## config.mk

```make
export PLATFORM = sky130hd
export DESIGN_NAME = s1494_cone_driver_flat
export DESIGN_NICKNAME = d
export VERILOG_FILES = /design/src/rtl/s1494_cone_driver_if.sv /design/src/rtl/s1494_cone_driver.sv /design/src/flat_wrapper.sv
export SDC_FILE = /design/constraint.sdc
export NUM_CORES = 1
export LEC_CHECK = 0
export ABC_AREA = 1
export CAP_MARGIN = 20
export CORE_ASPECT_RATIO = 1.75
export CORE_MARGIN = 2
export CORE_UTILIZATION = 44
export DETAILED_ROUTE_END_ITERATION = 16
export PLACE_DENSITY = 0.76
export REMOVE_ABC_BUFFERS = 1
export SYNTH_ARGS = -nofsm -noshare
export SYNTH_HDL_FRONTEND = slang
export SYNTH_SLANG_ARGS = --single-unit
```

## constraint.sdc

```tcl
create_clock -name CK -period 2.25 [get_ports CK]
set_clock_uncertainty 0.15 [all_clocks]
set_input_delay 0.45 -clock CK [delete_from_list [all_inputs] [get_ports CK]]
set_output_delay 0.45 -clock CK [all_outputs]
set_load 0.01 [all_outputs]
```

## src/rtl/s1494_cone_driver_if.sv

```systemverilog
// Serial stimulus-in and result-out streams of the s1494 cone driver.
// The slave side is the driver; the master side is the bench/scan controller.
interface s1494_cone_driver_if;
  logic si_valid;
  logic si_ready;
  logic si_data;
  logic so_valid;
  logic so_ready;
  logic so_data;

  modport slave (
    input  si_valid, si_data, so_ready,
    output si_ready, so_valid, so_data
  );

  modport master (
    output si_valid, si_data, so_ready,
    input  si_ready, so_valid, so_data
  );
endinterface

```

## src/rtl/s1494_cone_driver.sv

```systemverilog
// Sequential wrapper for an unclocked s1494 output cone: serial vector in,
// parallel apply, settle, capture, serial result out.
//
// state        | meaning
// -------------+-----------------------------------------------------------
// ST_IDLE      | waiting for the first stimulus bit; vec holds last vector
// ST_SHIFT_IN  | collecting stimulus bits 1..NIN-1 into shreg
// ST_SETTLE    | new vec applied, waiting SETTLE cycles for the cone
// ST_CAPTURE   | cone_out sampled into cap on the edge leaving this state
// ST_SHIFT_OUT | returning cap bits, cap[0] first, then done pulse
module s1494_cone_driver #(
  parameter int NIN    = 14,
  parameter int NOUT   = 1,
  parameter int SETTLE = 2
) (
  input  logic                CK,
  input  logic                CLR,
  s1494_cone_driver_if.slave  sif,
  output logic [NIN-1:0]      vec,
  input  logic [NOUT-1:0]     cone_out,
  output logic                busy,
  output logic                done
);

  localparam int IW = $clog2(NIN + 1);
  localparam int SW = (SETTLE > 0) ? $clog2(SETTLE + 1) : 1;
  localparam int OW = $clog2(NOUT + 1);

  localparam logic [IW-1:0] IN_LAST  = IW'(NIN - 1);
  localparam logic [SW-1:0] SET_LAST = (SETTLE > 0) ? SW'(SETTLE - 1) : '0;
  localparam logic [OW-1:0] OUT_LAST = OW'(NOUT - 1);

  typedef enum logic [2:0] {
    ST_IDLE,
    ST_SHIFT_IN,
    ST_SETTLE,
    ST_CAPTURE,
    ST_SHIFT_OUT
  } state_t;

  state_t          state, state_n;
  logic [NIN-1:0]  shreg, shreg_n;
  logic [NIN-1:0]  vec_n;
  logic [NOUT-1:0] cap, cap_n;
  logic [IW-1:0]   in_cnt, in_cnt_n;
  logic [SW-1:0]   set_cnt, set_cnt_n;
  logic [OW-1:0]   out_cnt, out_cnt_n;
  logic            done_n;
  logic            cap_bit;

  always_ff @(posedge CK) begin
    if (CLR) begin
      state   <= ST_IDLE;
      shreg   <= '0;
      vec     <= '0;
      cap     <= '0;
      in_cnt  <= '0;
      set_cnt <= '0;
      out_cnt <= '0;
      done    <= 1'b0;
    end else begin
      state   <= state_n;
      shreg   <= shreg_n;
      vec     <= vec_n;
      cap     <= cap_n;
      in_cnt  <= in_cnt_n;
      set_cnt <= set_cnt_n;
      out_cnt <= out_cnt_n;
      done    <= done_n;
    end
  end

  // Explicit mux keeps the counter width independent of the cap index width.
  always_comb begin
    cap_bit = 1'b0;
    for (int i = 0; i < NOUT; i++) begin
      if (out_cnt == OW'(i)) cap_bit = cap[i];
    end
  end

  always_comb begin
    state_n      = state;
    shreg_n      = shreg;
    vec_n        = vec;
    cap_n        = cap;
    in_cnt_n     = in_cnt;
    set_cnt_n    = set_cnt;
    out_cnt_n    = out_cnt;
    done_n       = 1'b0;
    sif.si_ready = 1'b0;
    sif.so_valid = 1'b0;
    sif.so_data  = 1'b0;
    busy         = (state != ST_IDLE);

    case (state)
      ST_IDLE: begin
        sif.si_ready = 1'b1;
        if (sif.si_valid) begin
          shreg_n[0] = sif.si_data;
          in_cnt_n   = IW'(1);
          state_n    = ST_SHIFT_IN;
        end
      end

      ST_SHIFT_IN: begin
        sif.si_ready = 1'b1;
        if (sif.si_valid) begin
          for (int i = 0; i < NIN; i++) begin
            if (in_cnt == IW'(i)) shreg_n[i] = sif.si_data;
          end
          in_cnt_n = in_cnt + IW'(1);
          if (in_cnt == IN_LAST) begin
            // Apply the completed vector on the same edge as its last bit.
            vec_n     = shreg_n;
            in_cnt_n  = '0;
            set_cnt_n = '0;
            state_n   = (SETTLE == 0) ? ST_CAPTURE : ST_SETTLE;
          end
        end
      end

      ST_SETTLE: begin
        set_cnt_n = set_cnt + SW'(1);
        if (set_cnt == SET_LAST) state_n = ST_CAPTURE;
      end

      ST_CAPTURE: begin
        cap_n     = cone_out;
        out_cnt_n = '0;
        state_n   = ST_SHIFT_OUT;
      end

      ST_SHIFT_OUT: begin
        sif.so_valid = 1'b1;
        sif.so_data  = cap_bit;
        if (sif.so_ready) begin
          out_cnt_n = out_cnt + OW'(1);
          if (out_cnt == OUT_LAST) begin
            done_n  = 1'b1;
            state_n = ST_IDLE;
          end
        end
      end

      default: state_n = ST_IDLE;
    endcase
  end

endmodule

```

## src/flat_wrapper.sv

```systemverilog
// flat-port wrapper written by rule: the top's interface ports become plain ports
module s1494_cone_driver_flat 
#(
  parameter int NIN    = 14,
  parameter int NOUT   = 1,
  parameter int SETTLE = 2
)
  (CK, CLR, vec, cone_out, busy, done, sif_si_valid, sif_si_data, sif_so_ready, sif_si_ready, sif_so_valid, sif_so_data);
  s1494_cone_driver_if sif_i ();
  input  logic CK;
  input  logic CLR;
  output logic [NIN-1:0] vec;
  input  logic [NOUT-1:0] cone_out;
  output logic busy;
  output logic done;
  input wire logic [$bits(sif_i.si_valid)-1:0] sif_si_valid;
  input wire logic [$bits(sif_i.si_data)-1:0] sif_si_data;
  input wire logic [$bits(sif_i.so_ready)-1:0] sif_so_ready;
  output wire logic [$bits(sif_i.si_ready)-1:0] sif_si_ready;
  output wire logic [$bits(sif_i.so_valid)-1:0] sif_so_valid;
  output wire logic [$bits(sif_i.so_data)-1:0] sif_so_data;
  assign sif_i.si_valid = sif_si_valid;
  assign sif_i.si_data = sif_si_data;
  assign sif_i.so_ready = sif_so_ready;
  assign sif_si_ready = sif_i.si_ready;
  assign sif_so_valid = sif_i.so_valid;
  assign sif_so_data = sif_i.so_data;
  s1494_cone_driver #(.NIN(NIN), .NOUT(NOUT), .SETTLE(SETTLE)) u_core (.CK(CK), .CLR(CLR), .sif(sif_i), .vec(vec), .cone_out(cone_out), .busy(busy), .done(done));
endmodule
```

Word-level counts from Yosys, hierarchy flattened. Cells that the tools add are included.

Input bits: 6. Flip-flop bits (word level): 40. Logic and storage cells: 90.

Reduce and logical (&&, ||, !) cells: 14. Multiplexer cells: 38. Bitwise gates (word level): 2. Equality and inequality tests: 24. $add $sub $neg: 3.

Operators with widths (count): 4-bit equality test (second input constant) (6); 1-bit 2-to-1 mux (22); 3-bit 2-to-1 mux (6); 4-bit by 3-bit equality test with 1-bit output (second input constant) (4); 3-bit case mux with 5 select lines (1); 4-bit 2-to-1 mux (3); 3-bit AND reduction (3); 4-bit by 2-bit equality test with 1-bit output (second input constant) (2); 2-bit != test (second input constant) (4); 4-bit case mux with 2 select lines (1); 3-bit by 2-bit equality test with 1-bit output (second input constant) (2); 6-bit AND reduction (1); 2-bit nonzero test (3); 4-bit by 1-bit adder with 4-bit output (second input constant) (1); 4-bit by 1-bit equality test with 1-bit output (second input constant) (1); 4-bit logical NOT (1); 2-bit 2-to-1 mux (2); 2-bit by 1-bit != test with 1-bit output (second input constant) (2); 1-bit case mux with 2 select lines (2); 2-bit case mux with 2 select lines (1); 2-bit AND reduction (2); 3-bit by 1-bit equality test with 1-bit output (second input constant) (1); 3-bit equality test (second input constant) (1); 3-bit logical NOT (1); 7 further kinds (8).

Longest topological paths before layout.
Depth in word-level cells: 4. Depth in mapped cells: 8. Gate-level depth less buffers: 8.

Worst setup path before layout. No wires, ideal clock.

Kind: register to output. From: reg u_core.state[0]. To: out sif_so_data. Stages on the path, launching flop included: 5. Arrival: 963 ps. Data required time: 1650 ps. Path buffers: 0. Path slack: 687 ps. Cells stage by stage: dfxtp_1 nor2_1 nand2_1 or2_2 nor2_1.

Word-level cells in the longest chain between the ends: 2.

Ends and longest elaborated chain: from (decl) (line s1494_cone_driver.sv:41) `state_t state, state_n;`; from (signal assigned) (line s1494_cone_driver.sv:62) `state <= state_n;`; 3-bit equality test (line s1494_cone_driver.sv:95) `case (state)`; 1-bit 2-to-1 mux (line s1494_cone_driver.sv:95); to (decl) (line flat_wrapper.sv:21) `output wire logic [$bits(sif_i.so_data)-1:0] sif_so_data;`.

No other way between the ends.

Final worst setup path.
From: reg u_core.state[1]. To: out sif_si_ready.

Word-level cells in the longest chain between the ends: 3. Elaborated cells on any way between the ends: 4.

Ends and longest elaborated chain: 3-bit by 1-bit equality test with 1-bit output / 3-bit logical NOT (equally long branches) (line s1494_cone_driver.sv:95); 2-bit OR reduction (no line) (*); 1-bit 2-to-1 mux (*) (line s1494_cone_driver.sv:95); to (decl) (line flat_wrapper.sv:19) `output wire logic [$bits(sif_i.si_ready)-1:0] sif_si_ready;`.

Mark *: on every way between the ends. The rest lies on a longest branch, timed or not.

==> impl_metrics.tcl <==
set metrics [dict create \
    yosys_warnings 0 \
    power_report.internal_total_w 0.001008 \
    cts_tree "built" \
    detailedRoute.firstIterationViolations 52 \
    sequentialPowerShare_pct 53.3 \
    layout-area-overhead-vs-synth_pct 20.24 \
    globalRoute.totalOverflow 0 \
    layout.area.seq_sq_um 782.0 \
    power_switching_w 0.0003815 \
    finalCritPeriodShare_pct 95.38 \
    met3_wirelength_um 117 \
    synth-edff-count 0 \
    drc_errors 0 \
    yosys-top-cells-area "dfxtp_1, nand2_1, nor2_1" \
    ctsHtreeMaxLevel 2 \
    yosys.cell_types.count 21 \
    netlist.top_cell.by_area "dfxtp_1" \
    detail_route.wl_per_cell_um 11.95 \
    synth.cell_area_sq_mm 0.001755 \
    critical_path.max_fanout 5 \
    setup_total_negative_slack_ps 0 \
    route.vias.total 1701 \
    finalHoldViolations 0 \
    fp.dieW_um 51.75 \
    clkSinkCount 39 \
    max_slew.worst_pin.slew_ps 527.1 \
    ant_nets 0 \
    clk_latency_ps 290 \
    finalSetupViolCount 0 \
    tritoncts.num_buffers 5 \
    postSynth.asyncResetShare_pct 0 \
    cts_setup_buffers 0 \
    clkPwrFrac_pct 32.6 \
    grt_start_max_net_pins 21 \
    holdWs_ps 297.0 \
    grt_antenna_before_repair 0 \
    ir_worst_vdd_uv 521.0 \
    synth_cells 258 \
    timing.critical_path.required_ps 1650 \
    multi_input_combinational_cell_area_sq_um 854.6 \
    yosys_register_bits 39 \
    wl_met2_um 2138 \
    die_area_sq_mm 0.004531 \
    synth_top_cell_area_share_pct 44.48 \
    cp-end-kind "output pin" \
    net_count_of_the_finished_layout 288 \
    first_global_vias 1591 \
    place_congestion 0.7871 \
    power.share.combinational_pct 14.1 \
    drt_first_pass_iters 4 \
    avg_synthesized_cell_area_sq_um 6.804 \
    layout-drive-gt1-share_pct 7.092 \
    final_core_util_pct 54.60 \
    status "finished clean" \
    chipHeight_um 87.56 \
    floorplan.core_area_sq_mm 0.003866 \
    ys_dominant_reg_cell "dfxtp_1" \
    grt_pass1_wl_um 6706 \
    routed_wl_um 3943 \
    p_leak_nw 0.8114 \
    critical_path.startpoint_type "flip-flop" \
    numPortBuffers 24 \
    rsz0062_at_grt "false" \
    p_per_area_mw_per_mm2 658.5 \
    fmax_mhz 466.0 \
    fillers 380 \
    fin_crit_ps 2146 \
    floorplan.io_pins 25 \
    avgViaCountPerCell 5.155 \
    maxUsedRoutingLayer "met4" \
    final_max_tran_viols 0 \
    clk_root_buffer_cell "clkbuf_8" \
    synth_sequential_area_ratio_pct 44.48 \
    initial_core_util_pct 45.40 \
    grtUsageTotal_pct 19.43 \
    power_switching_share_pct 27.45 \
    drv.max_cap_violation_count 0 \
    buffer_depth_of_the_longest_clock_path 2 \
    timing.max_slew.rel_slack_pct 64.82 \
    insertedDiodeCount 0 \
    num_rows 30 \
    met1Wirelength_um 1621 \
    holdCritPathClass "reg -> reg" \
    hpwlAfterDp_um 2834 \
    clkSlewWorstSetupHoldPaths_ps 70 \
    critPathArrivalTime_ps 1550 \
    timing_worst_setup_path_type "reg -> out" \
]
-- critical path: stages, from the launching register on --
cell	delay, ps
dfxtp_1	340
inv_1	100
nand3_2	160
nand2_2	130
clkdlybuf4s50_1	530
-- state kept, by name, summed over array words and instances, names as in the netlist --
| signal | count |
|---|---|
| u_core.done | 1 |
| u_core.cap | 1 |
| u_core.set_cnt | 2 |
| u_core.in_cnt | 4 |
| u_core.state | 3 |
| u_core.vec | 14 |
| u_core.out_cnt | 1 |
| u_core.shreg | 13 |
-- stage by stage --
step           cell area (sq um)  cells  setup WS, ps  power [W]
3_5_place_dp                2027    322         182.1  0.0009482
3_3_place_gp                2027    322         198.1  0.0009425
2_1_floorplan               1712    248         687.4  0.0008824
6_report                    2111    330         103.9   0.001390
5_1_grt                     2111    330         15.49   0.001457
4_1_cts                     2107    330         57.73   0.001397
-- path summary, 6_finish.rpt --
kind / slack, ps / from / depth (start not counted) / to
worst min-delay path: 300 / u_core.vec[13] / 2 / u_core.vec[13]
worst min register to register: 300 / u_core.vec[13] / 2 / u_core.vec[13]
worst max-delay path: 100 / u_core.state[1] / 4 / sif_si_ready
worst max register to register: 500 / u_core.in_cnt[3] / 5 / u_core.vec[10]
-- power groups by stage --
stage | Combinational (W) | Sequential (W) | Clock, W
5_1_grt | 0.000223 | 0.000745 | 0.000489
6_report | 0.000195 | 0.000741 | 0.000454
2_1_floorplan | 0.000132 | 0.000751 | 0
4_1_cts | 0.000193 | 0.000740 | 0.000464
3_5_place_dp | 0.000193 | 0.000755 | 0
3_3_place_gp | 0.000189 | 0.000754 | 0
-- cell usage after synthesis (2+ instances only) --
library cell,n
nand2_1,56
nor2_1,44
dfxtp_1,39
o21ai_0,31
a21oi_1,22
inv_1,19
nand3_1,16
o21ai_1,7
buf_2,5
clkbuf_1,4
nor2_2,3
inv_2,2
nor2_4,2
-- layout make-up --
class / count / area share [%]
Sequential cell: 39 / 37.05
Inverter: 21 / 3.734
Clock buffer: 7 / 3.616
Tap cell: 48 / 2.845
Timing Repair Buffer: 26 / 12.03
Clock inverter: 1 / 0.2371
Multi-Input combinational cell: 188 / 40.49
-- routing by layer --
layer / vias to the layer above / track usage, %
li1: 882 / -
met1: 793 / 20.62
met2: 21 / 35.08
met3: 5 / 4.266
met4: 0 / 9.809
met5: - / 0
-- repair_timing --
item / in CTS / in global routing
setup endpoints to repair: 1 / 2
hold buffers: 0 / 0
resized for setup: 1 / 2
-- cells in the final DEF (no fill, tap or decap), types with 2 or more instances in the layout --
cell type | synthesis | layout
nand2_1 | 56 | 55
clkdlybuf4s50_1 | 0 | 23
o21ai_1 | 7 | 7
nor2_1 | 44 | 44
nand2_2 | 1 | 2
a21oi_1 | 22 | 22
clkbuf_8 | 0 | 5
nor2_4 | 2 | 2
clkbuf_1 | 4 | 2
dfxtp_1 | 39 | 38
inv_1 | 19 | 19
inv_2 | 2 | 2
o21ai_0 | 31 | 31
nor2_2 | 3 | 3
buf_4 | 0 | 2
nand3_1 | 16 | 16
-- cells by family after synthesis --
group / Yosys count / share of synthesized area [%]
AOI/OAI and AO/OA: 61 / 17.53
adders and majority gates: 1 / 0.7126
buffers and inverters: 31 / 6.985
DFF: 39 / 44.48
and+or+nand+nor: 126 / 30.29
No activity file was read; power rests on OpenSTA's default activity.
